===== src/rtl/spreader_pkg.sv =====
// Shared constants, FSM state type and chip table for the O-QPSK symbol spreader.
// Chip c0 of every sequence sits in bit 31.
package spreader_pkg;

  localparam int SYM_W         = 4;
  localparam int CHIPS_PER_SYM = 32;

  typedef enum logic {
    ST_IDLE  = 1'b0,
    ST_SHIFT = 1'b1
  } state_e;

  // Entries 1..7 are entry 0 rotated right by 4n; entries 8..15 invert the odd chips.
  localparam logic [CHIPS_PER_SYM-1:0] CHIP_TABLE [16] = '{
    32'hD9C3522E, 32'hED9C3522, 32'h2ED9C352, 32'h22ED9C35,
    32'h522ED9C3, 32'h3522ED9C, 32'hC3522ED9, 32'h9C3522ED,
    32'h8C96077B, 32'hB8C96077, 32'h7B8C9607, 32'h77B8C960,
    32'h077B8C96, 32'h6077B8C9, 32'h96077B8C, 32'hC96077B8
  };

  function automatic logic [SYM_W-1:0] nibble_at(input logic [31:0] word, input int idx);
    return SYM_W'(word >> (SYM_W * idx));
  endfunction

endpackage


===== src/rtl/symbol_spreader_if.sv =====
// Word-in / chip-beat-out handshake bundle for the symbol spreader.
interface symbol_spreader_if #(
  parameter int IN_WIDTH       = 8,
  parameter int CHIPS_PER_BEAT = 32
);
  logic [IN_WIDTH-1:0]       in_data;
  logic                      in_valid;
  logic                      in_ready;
  logic [CHIPS_PER_BEAT-1:0] out_chips;
  logic                      out_valid;
  logic                      out_ready;
  logic                      out_sym_start;
  logic                      out_last;

  modport master (
    output in_data, in_valid, out_ready,
    input  in_ready, out_chips, out_valid, out_sym_start, out_last
  );

  modport slave (
    input  in_data, in_valid, out_ready,
    output in_ready, out_chips, out_valid, out_sym_start, out_last
  );
endinterface


===== src/rtl/chip_serializer.sv =====
// Loadable 32-chip shift register emitting CHIPS_PER_BEAT chips per beat, earliest chip on the MSB.
module chip_serializer
  import spreader_pkg::*;
#(
  parameter int CHIPS_PER_BEAT = 32
) (
  input  logic                      pclk,
  input  logic                      RESET,
  input  logic                      load,
  input  logic [CHIPS_PER_SYM-1:0]  load_chips,
  input  logic                      advance,
  output logic [CHIPS_PER_BEAT-1:0] chips,
  output logic                      sym_start,
  output logic                      sym_end
);
  localparam int B  = CHIPS_PER_SYM / CHIPS_PER_BEAT;
  localparam int BW = (B > 1) ? $clog2(B) : 1;

  logic [CHIPS_PER_SYM-1:0] shift_p0;
  logic [BW-1:0]            beat_idx;

  // Data path carries no reset; the beat counter is control.
  always_ff @(posedge pclk) begin
    if (load)
      shift_p0 <= load_chips;
    else if (advance)
      shift_p0 <= shift_p0 << CHIPS_PER_BEAT;
  end

  always_ff @(posedge pclk) begin
    if (RESET)
      beat_idx <= '0;
    else if (load)
      beat_idx <= '0;
    else if (advance)
      beat_idx <= beat_idx + 1'b1;
  end

  assign chips     = shift_p0[CHIPS_PER_SYM-1 -: CHIPS_PER_BEAT];
  assign sym_start = (beat_idx == '0);
  assign sym_end   = (beat_idx == BW'(B - 1));

endmodule


===== src/rtl/symbol_spreader.sv =====
// 802.15.4 symbol-to-chip spreader: splits words into nibbles (LSB first) and streams DSSS chip beats.
module symbol_spreader
  import spreader_pkg::*;
#(
  parameter int IN_WIDTH       = 8,
  parameter int CHIPS_PER_BEAT = 32
) (
  input  logic               pclk,
  input  logic               RESET,
  symbol_spreader_if.slave   bus
);
  localparam int S   = IN_WIDTH / SYM_W;
  localparam int SIW = (S > 1) ? $clog2(S) : 1;

  state_e                    state, nxt_state;
  logic [IN_WIDTH-1:0]       word_q;
  logic [SIW-1:0]            sym_idx, nxt_idx;
  logic                      out_valid_c, in_ready_c, xfer, word_last, accept;
  logic                      load, advance;
  logic [SYM_W-1:0]          load_sym;
  logic [CHIPS_PER_BEAT-1:0] ser_chips;
  logic                      sym_start, sym_end;

  assign nxt_idx = sym_idx + 1'b1;

  always_ff @(posedge pclk) begin
    if (RESET)
      state <= ST_IDLE;
    else
      state <= nxt_state;
  end

  always_comb begin
    nxt_state   = state;
    load        = 1'b0;
    advance     = 1'b0;
    load_sym    = bus.in_data[SYM_W-1:0];
    out_valid_c = (state == ST_SHIFT) && !RESET;
    xfer        = out_valid_c && bus.out_ready;
    word_last   = out_valid_c && sym_end && (sym_idx == SIW'(S - 1));
    // Taking the next word on the last-beat transfer is what removes the bubble between words.
    in_ready_c  = !RESET && ((state == ST_IDLE) || (xfer && word_last));
    accept      = in_ready_c && bus.in_valid;

    case (state)
      ST_IDLE:  if (accept) nxt_state = ST_SHIFT;
      ST_SHIFT: if (xfer && word_last) nxt_state = accept ? ST_SHIFT : ST_IDLE;
      default:  nxt_state = ST_IDLE;
    endcase

    if (accept) begin
      load = 1'b1;
    end else if (xfer && sym_end && !word_last) begin
      load     = 1'b1;
      load_sym = nibble_at(32'(word_q), int'(nxt_idx));
    end else if (xfer && !sym_end) begin
      advance = 1'b1;
    end
  end

  always_ff @(posedge pclk) begin
    if (accept)
      word_q <= bus.in_data;
  end

  always_ff @(posedge pclk) begin
    if (RESET)
      sym_idx <= '0;
    else if (accept)
      sym_idx <= '0;
    else if (xfer && sym_end && !word_last)
      sym_idx <= nxt_idx;
  end

  chip_serializer #(
    .CHIPS_PER_BEAT(CHIPS_PER_BEAT)
  ) u_ser (
    .pclk       (pclk),
    .RESET      (RESET),
    .load       (load),
    .load_chips (CHIP_TABLE[load_sym]),
    .advance    (advance),
    .chips      (ser_chips),
    .sym_start  (sym_start),
    .sym_end    (sym_end)
  );

  assign bus.in_ready      = in_ready_c;
  assign bus.out_valid     = out_valid_c;
  assign bus.out_chips     = out_valid_c ? ser_chips : '0;
  assign bus.out_sym_start = out_valid_c && sym_start;
  assign bus.out_last      = word_last;

endmodule

===== src/flat_wrapper.sv =====
// flat-port wrapper written by rule: the top's interface ports become plain ports
module symbol_spreader_flat import spreader_pkg::*;
#(
  parameter int IN_WIDTH       = 8,
  parameter int CHIPS_PER_BEAT = 32
)
  (pclk, RESET, bus_in_data, bus_in_valid, bus_out_ready, bus_in_ready, bus_out_chips, bus_out_valid, bus_out_sym_start, bus_out_last);
  symbol_spreader_if #(.IN_WIDTH(IN_WIDTH), .CHIPS_PER_BEAT(CHIPS_PER_BEAT)) bus_i ();
  input  logic pclk;
  input  logic RESET;
  input wire logic [$bits(bus_i.in_data)-1:0] bus_in_data;
  input wire logic [$bits(bus_i.in_valid)-1:0] bus_in_valid;
  input wire logic [$bits(bus_i.out_ready)-1:0] bus_out_ready;
  output wire logic [$bits(bus_i.in_ready)-1:0] bus_in_ready;
  output wire logic [$bits(bus_i.out_chips)-1:0] bus_out_chips;
  output wire logic [$bits(bus_i.out_valid)-1:0] bus_out_valid;
  output wire logic [$bits(bus_i.out_sym_start)-1:0] bus_out_sym_start;
  output wire logic [$bits(bus_i.out_last)-1:0] bus_out_last;
  assign bus_i.in_data = bus_in_data;
  assign bus_i.in_valid = bus_in_valid;
  assign bus_i.out_ready = bus_out_ready;
  assign bus_in_ready = bus_i.in_ready;
  assign bus_out_chips = bus_i.out_chips;
  assign bus_out_valid = bus_i.out_valid;
  assign bus_out_sym_start = bus_i.out_sym_start;
  assign bus_out_last = bus_i.out_last;
  symbol_spreader #(.IN_WIDTH(IN_WIDTH), .CHIPS_PER_BEAT(CHIPS_PER_BEAT)) u_core (.pclk(pclk), .RESET(RESET), .bus(bus_i));
endmodule

===== config.mk =====
export PLATFORM = sky130hd
export DESIGN_NAME = symbol_spreader_flat
export DESIGN_NICKNAME = d
export VERILOG_FILES = /design/src/rtl/spreader_pkg.sv /design/src/rtl/symbol_spreader_if.sv /design/src/rtl/chip_serializer.sv /design/src/rtl/symbol_spreader.sv /design/src/flat_wrapper.sv
export SDC_FILE = /design/constraint.sdc
export NUM_CORES = 1
export LEC_CHECK = 0
export BUFFER_PORTS_ARGS = -buffer_cell sky130_fd_sc_hd__buf_2
export CAP_MARGIN = 20
export CORE_MARGIN = 5
export CORE_UTILIZATION = 45
export DETAILED_ROUTE_END_ITERATION = 6
export GPL_ROUTABILITY_DRIVEN = 0
export GPL_TIMING_DRIVEN = 0
export PLACE_DENSITY = 0.77
export SLEW_MARGIN = 5
export SYNTH_ARGS = -nofsm -noshare
export SYNTH_HDL_FRONTEND = slang
export SYNTH_SLANG_ARGS = --single-unit

===== constraint.sdc =====
create_clock -name pclk -period 3.3 [get_ports pclk]
set_clock_uncertainty 0.05 [all_clocks]
set_input_delay 0.33 -clock pclk [delete_from_list [all_inputs] [get_ports pclk]]
set_output_delay 0.33 -clock pclk [all_outputs]
set_load 0.01 [all_outputs]

==> flow_metrics.tcl <==
set metrics [dict create \
    path_max_fanout 7 \
    final_max_slew_viol_count 0 \
    row_count 26 \
    tritoncts.num_buffers 5 \
    final_cell_count_no_fill 354 \
    synth_area_sq_mm 0.00240 \
    worstPathArrival_ps 2880 \
    hpwlAfterDp_um 3620 \
    cts_sinks 39 \
    timing.max_slew.rel_slack 0.544 \
    place_area_sq_mm 0.00275 \
    timing_worst_setup_path_type "reg -> reg" \
    die_w_um 83.1 \
    io_pins 48 \
    utilization 0.556 \
    htree_num_levels 2 \
    fraction_of_layout_cells_with_a_size_suffix_above_1 0.239 \
    chipHeight_um 83.1 \
    cp_data_required_time_ps 3270 \
    grt_remaining_overflow 0 \
    yosysWarnings 0 \
    final_hold_viol_count 0 \
    asyncSetResetFlopFracSynth 0 \
    first_global_vias 1770 \
    placedCellCount 346 \
    detail_route.wl_per_cell_um 14.3 \
    synthesized_area_divided_by_synthesized_cell_count_sq_um 10.5 \
    avgViaCountPerCell 5.12 \
    final_design_area_no_fill_sq_mm 0.00286 \
    cts_setup_buffers 0 \
    hp-class "in -> reg" \
    ys_seq_area_frac 0.475 \
    dr.first_iter.drc_count 171 \
    grt_first_pass_wirelength_um 8490 \
    nets 302 \
    timing.critical_path.from_type "flip-flop" \
    worst-slew-pin-transition_ps 667 \
    gr-usage-all-layers 0.151 \
    ys_ff_latch 39 \
    area.sequential_sq_mm 0.00114 \
    status "complete, no violations" \
    drtAntennaViolNets 0 \
    synth_cell_types 38 \
    antenna_cells_inserted 0 \
    port-buffer-count 45 \
    synth_edf_count 36 \
    core-area_sq_mm 0.00514 \
    drt_pre_antenna_iters 4 \
    worst_setup_hold_path_clk_slew_ps 70 \
    tritoncts "yes" \
    critical-path-max-stage-delay_ps 590 \
    start_util 0.468 \
    final-setup-viol-count 0 \
    root_buffer "sky130_fd_sc_hd__clkbuf_8" \
    crit_top_cell "sky130_fd_sc_hd__o21ai_0" \
    postSynth.topFlopCell "sky130_fd_sc_hd__edfxtp_1" \
    crit_path_cell_trace "nand2b_2 -> nor3_4 -> mux2i_1 -> inv_1 -> ha_1 -> nor2b_1 -> o21ai_0 -> o21ai_0 -> a211oi_1" \
    grt_setup_unrepaired "no" \
    grt_antenna_before_repair 0 \
    synth_nets 249 \
    die-area_sq_mm 0.00691 \
    cts.repair.resized 0 \
    finalCritPeriodShare 0.883 \
    power-per-cell-area_mw_per_mm2 416 \
    detail_route.wirelength_um 5060 \
    maximum_number_of_pins_on_one_net_before_global_route_repair 31 \
    end_kind "flip-flop" \
    finalCriticalPeriod_ps 2910 \
    clk-insertion-delay-late_ps 290 \
    post_cts_hold_buffer_count 0 \
    cell_at_the_slowest_stage_of_the_critical_path "sky130_fd_sc_hd__mux2i_1" \
    hold-worst-slack_ps 160 \
    fmaxAchievable_mhz 343 \
    multi_input_area_sq_mm 0.00119 \
    area_delta_synth_final_pct 18.8 \
    final.fill_count 467 \
    max-vdd-ir-drop_mv 0.211 \
    remaining_drc_errors 0 \
    cts-root-to-sink-buffers 2 \
    power_leakage_uw 0.00118 \
    max-cap-violations 0 \
    synthCells 230 \
    fin_tns_setup_ps 0 \
    detailroute.via_count 1814 \
]
==> Yosys cell counts, types with 2 or more instances <==
cell | instances | share of area
sky130_fd_sc_hd__edfxtp_1 | 36 | 0.45
sky130_fd_sc_hd__and2_1 | 34 | 0.088
sky130_fd_sc_hd__mux2i_1 | 25 | 0.10
sky130_fd_sc_hd__nor2_1 | 20 | 0.031
sky130_fd_sc_hd__a21oi_1 | 18 | 0.037
sky130_fd_sc_hd__clkbuf_1 | 12 | 0.019
sky130_fd_sc_hd__o21ai_0 | 11 | 0.023
sky130_fd_sc_hd__nor2b_1 | 9 | 0.023
sky130_fd_sc_hd__ha_1 | 7 | 0.036
sky130_fd_sc_hd__nand2_1 | 7 | 0.011
sky130_fd_sc_hd__inv_1 | 4 | 0.0062
sky130_fd_sc_hd__mux2_2 | 4 | 0.019
sky130_fd_sc_hd__nand2b_1 | 4 | 0.010
sky130_fd_sc_hd__xnor2_1 | 4 | 0.015
sky130_fd_sc_hd__a211oi_1 | 3 | 0.0094
sky130_fd_sc_hd__a21boi_0 | 3 | 0.0094
sky130_fd_sc_hd__dfxtp_1 | 3 | 0.025
sky130_fd_sc_hd__buf_2 | 2 | 0.0042
sky130_fd_sc_hd__buf_4 | 2 | 0.0062
sky130_fd_sc_hd__nand3b_1 | 2 | 0.0062
sky130_fd_sc_hd__nor3_1 | 2 | 0.0042
sky130_fd_sc_hd__nor3b_1 | 2 | 0.0062
==> routing by layer <==
metal	wire length (um)	up-vias	track usage
met3	388	7	0.0465
met1	2190	825	0.195
met2	2390	65	0.239
met4	82	0	0.0535
met5	0	-	0
li1	-	917	-
==> sequential cells by signal (all words and copies together), names as in the netlist <==
name                   count
u_core.u_ser.chips        32
u_core.state               1
u_core.sym_idx             1
u_core.word_q              4
u_core.u_ser.beat_idx      1
==> metrics by stage <==
stage	total power, uW	worst slack [ps]
2_1_floorplan	747	429
3_3_place_gp	801	-192
3_5_place_dp	811	246
4_1_cts	1190	361
5_1_grt	1240	118
6_report	1190	385
==> where the power goes <==
group          internal [uW]  total (uW)  switching, uW
logic                   85.3         214            129
clock network            221         386            165
registers                579         588           8.42
total                    886        1190            303
==> kinds of logic after synthesis <==
kind of cell | Yosys count | share of synthesized area
DFF | 39 | 0.475
AOI/OAI and AO/OA | 42 | 0.101
buffers and inverters | 21 | 0.0369
muxes | 30 | 0.129
adders and majority gates | 7 | 0.0364
xor gates and xnor gates | 5 | 0.0182
and+or+nand+nor | 86 | 0.204
==> final timing paths <==
| path | startpoint | endpoint | slack, ps | depth (start not counted) |
|---|---|---|---|---|
| setup / recovery | u_core.state$_SDFF_PP0_ | u_core.u_ser.chips[6]$_SDFFCE_PN0P_ | 390 | 9 |
| hold / removal | bus_in_data[7] | u_core.word_q[7]$_DFFE_PP_ | 160 | 1 |
| setup reg to reg | u_core.state$_SDFF_PP0_ | u_core.u_ser.chips[6]$_SDFFCE_PN0P_ | 390 | 9 |
| hold reg to reg | u_core.u_ser.beat_idx$_SDFFE_PP0P_ | u_core.u_ser.beat_idx$_SDFFE_PP0P_ | 480 | 1 |
==> worst max-delay path: cells and delay by family (launching register included) <==
family          cells  cell delay, ps
simple gates        3             730
flops               1             440
fa+ha+maj           1             280
mux                 1             590
compound gates      3             350
buf+inv             1             200
==> area by class of cell <==
type / count / share of cell area
Clock inverter: 3 / 0.0136
Buffer: 16 / 0.0245
Multi-Input combinational cell: 170 / 0.415
Sequential cell: 39 / 0.399
Timing Repair Buffer: 46 / 0.0859
Clock buffer: 5 / 0.0241
Inverter: 5 / 0.00657
Tap cell: 70 / 0.0307
==> cells in the final DEF (no fill, tap or decap), drive strengths merged <==
master / instances
mux2i: 26
bufinv: 1
buf: 50
a311oi: 1
clkbuf: 17
edfxtp: 36
a211oi: 3
a21oi: 18
mux2: 4
a21boi: 3
inv: 5
dfxtp: 3
o21ai: 11
nand3: 1
nor2: 20
or3: 1
o21a: 1
a2111oi: 1
or3b: 1
o221ai: 1
clkinv: 2
o211ai: 1
nor3: 4
nand2b: 5
a31oi: 1
nor3b: 2
nand2: 7
nand3b: 2
o22ai: 1
xnor2: 4
nor2b: 9
ha: 7
and2: 34
xor2: 1
(Power assumes the default switching activity.)
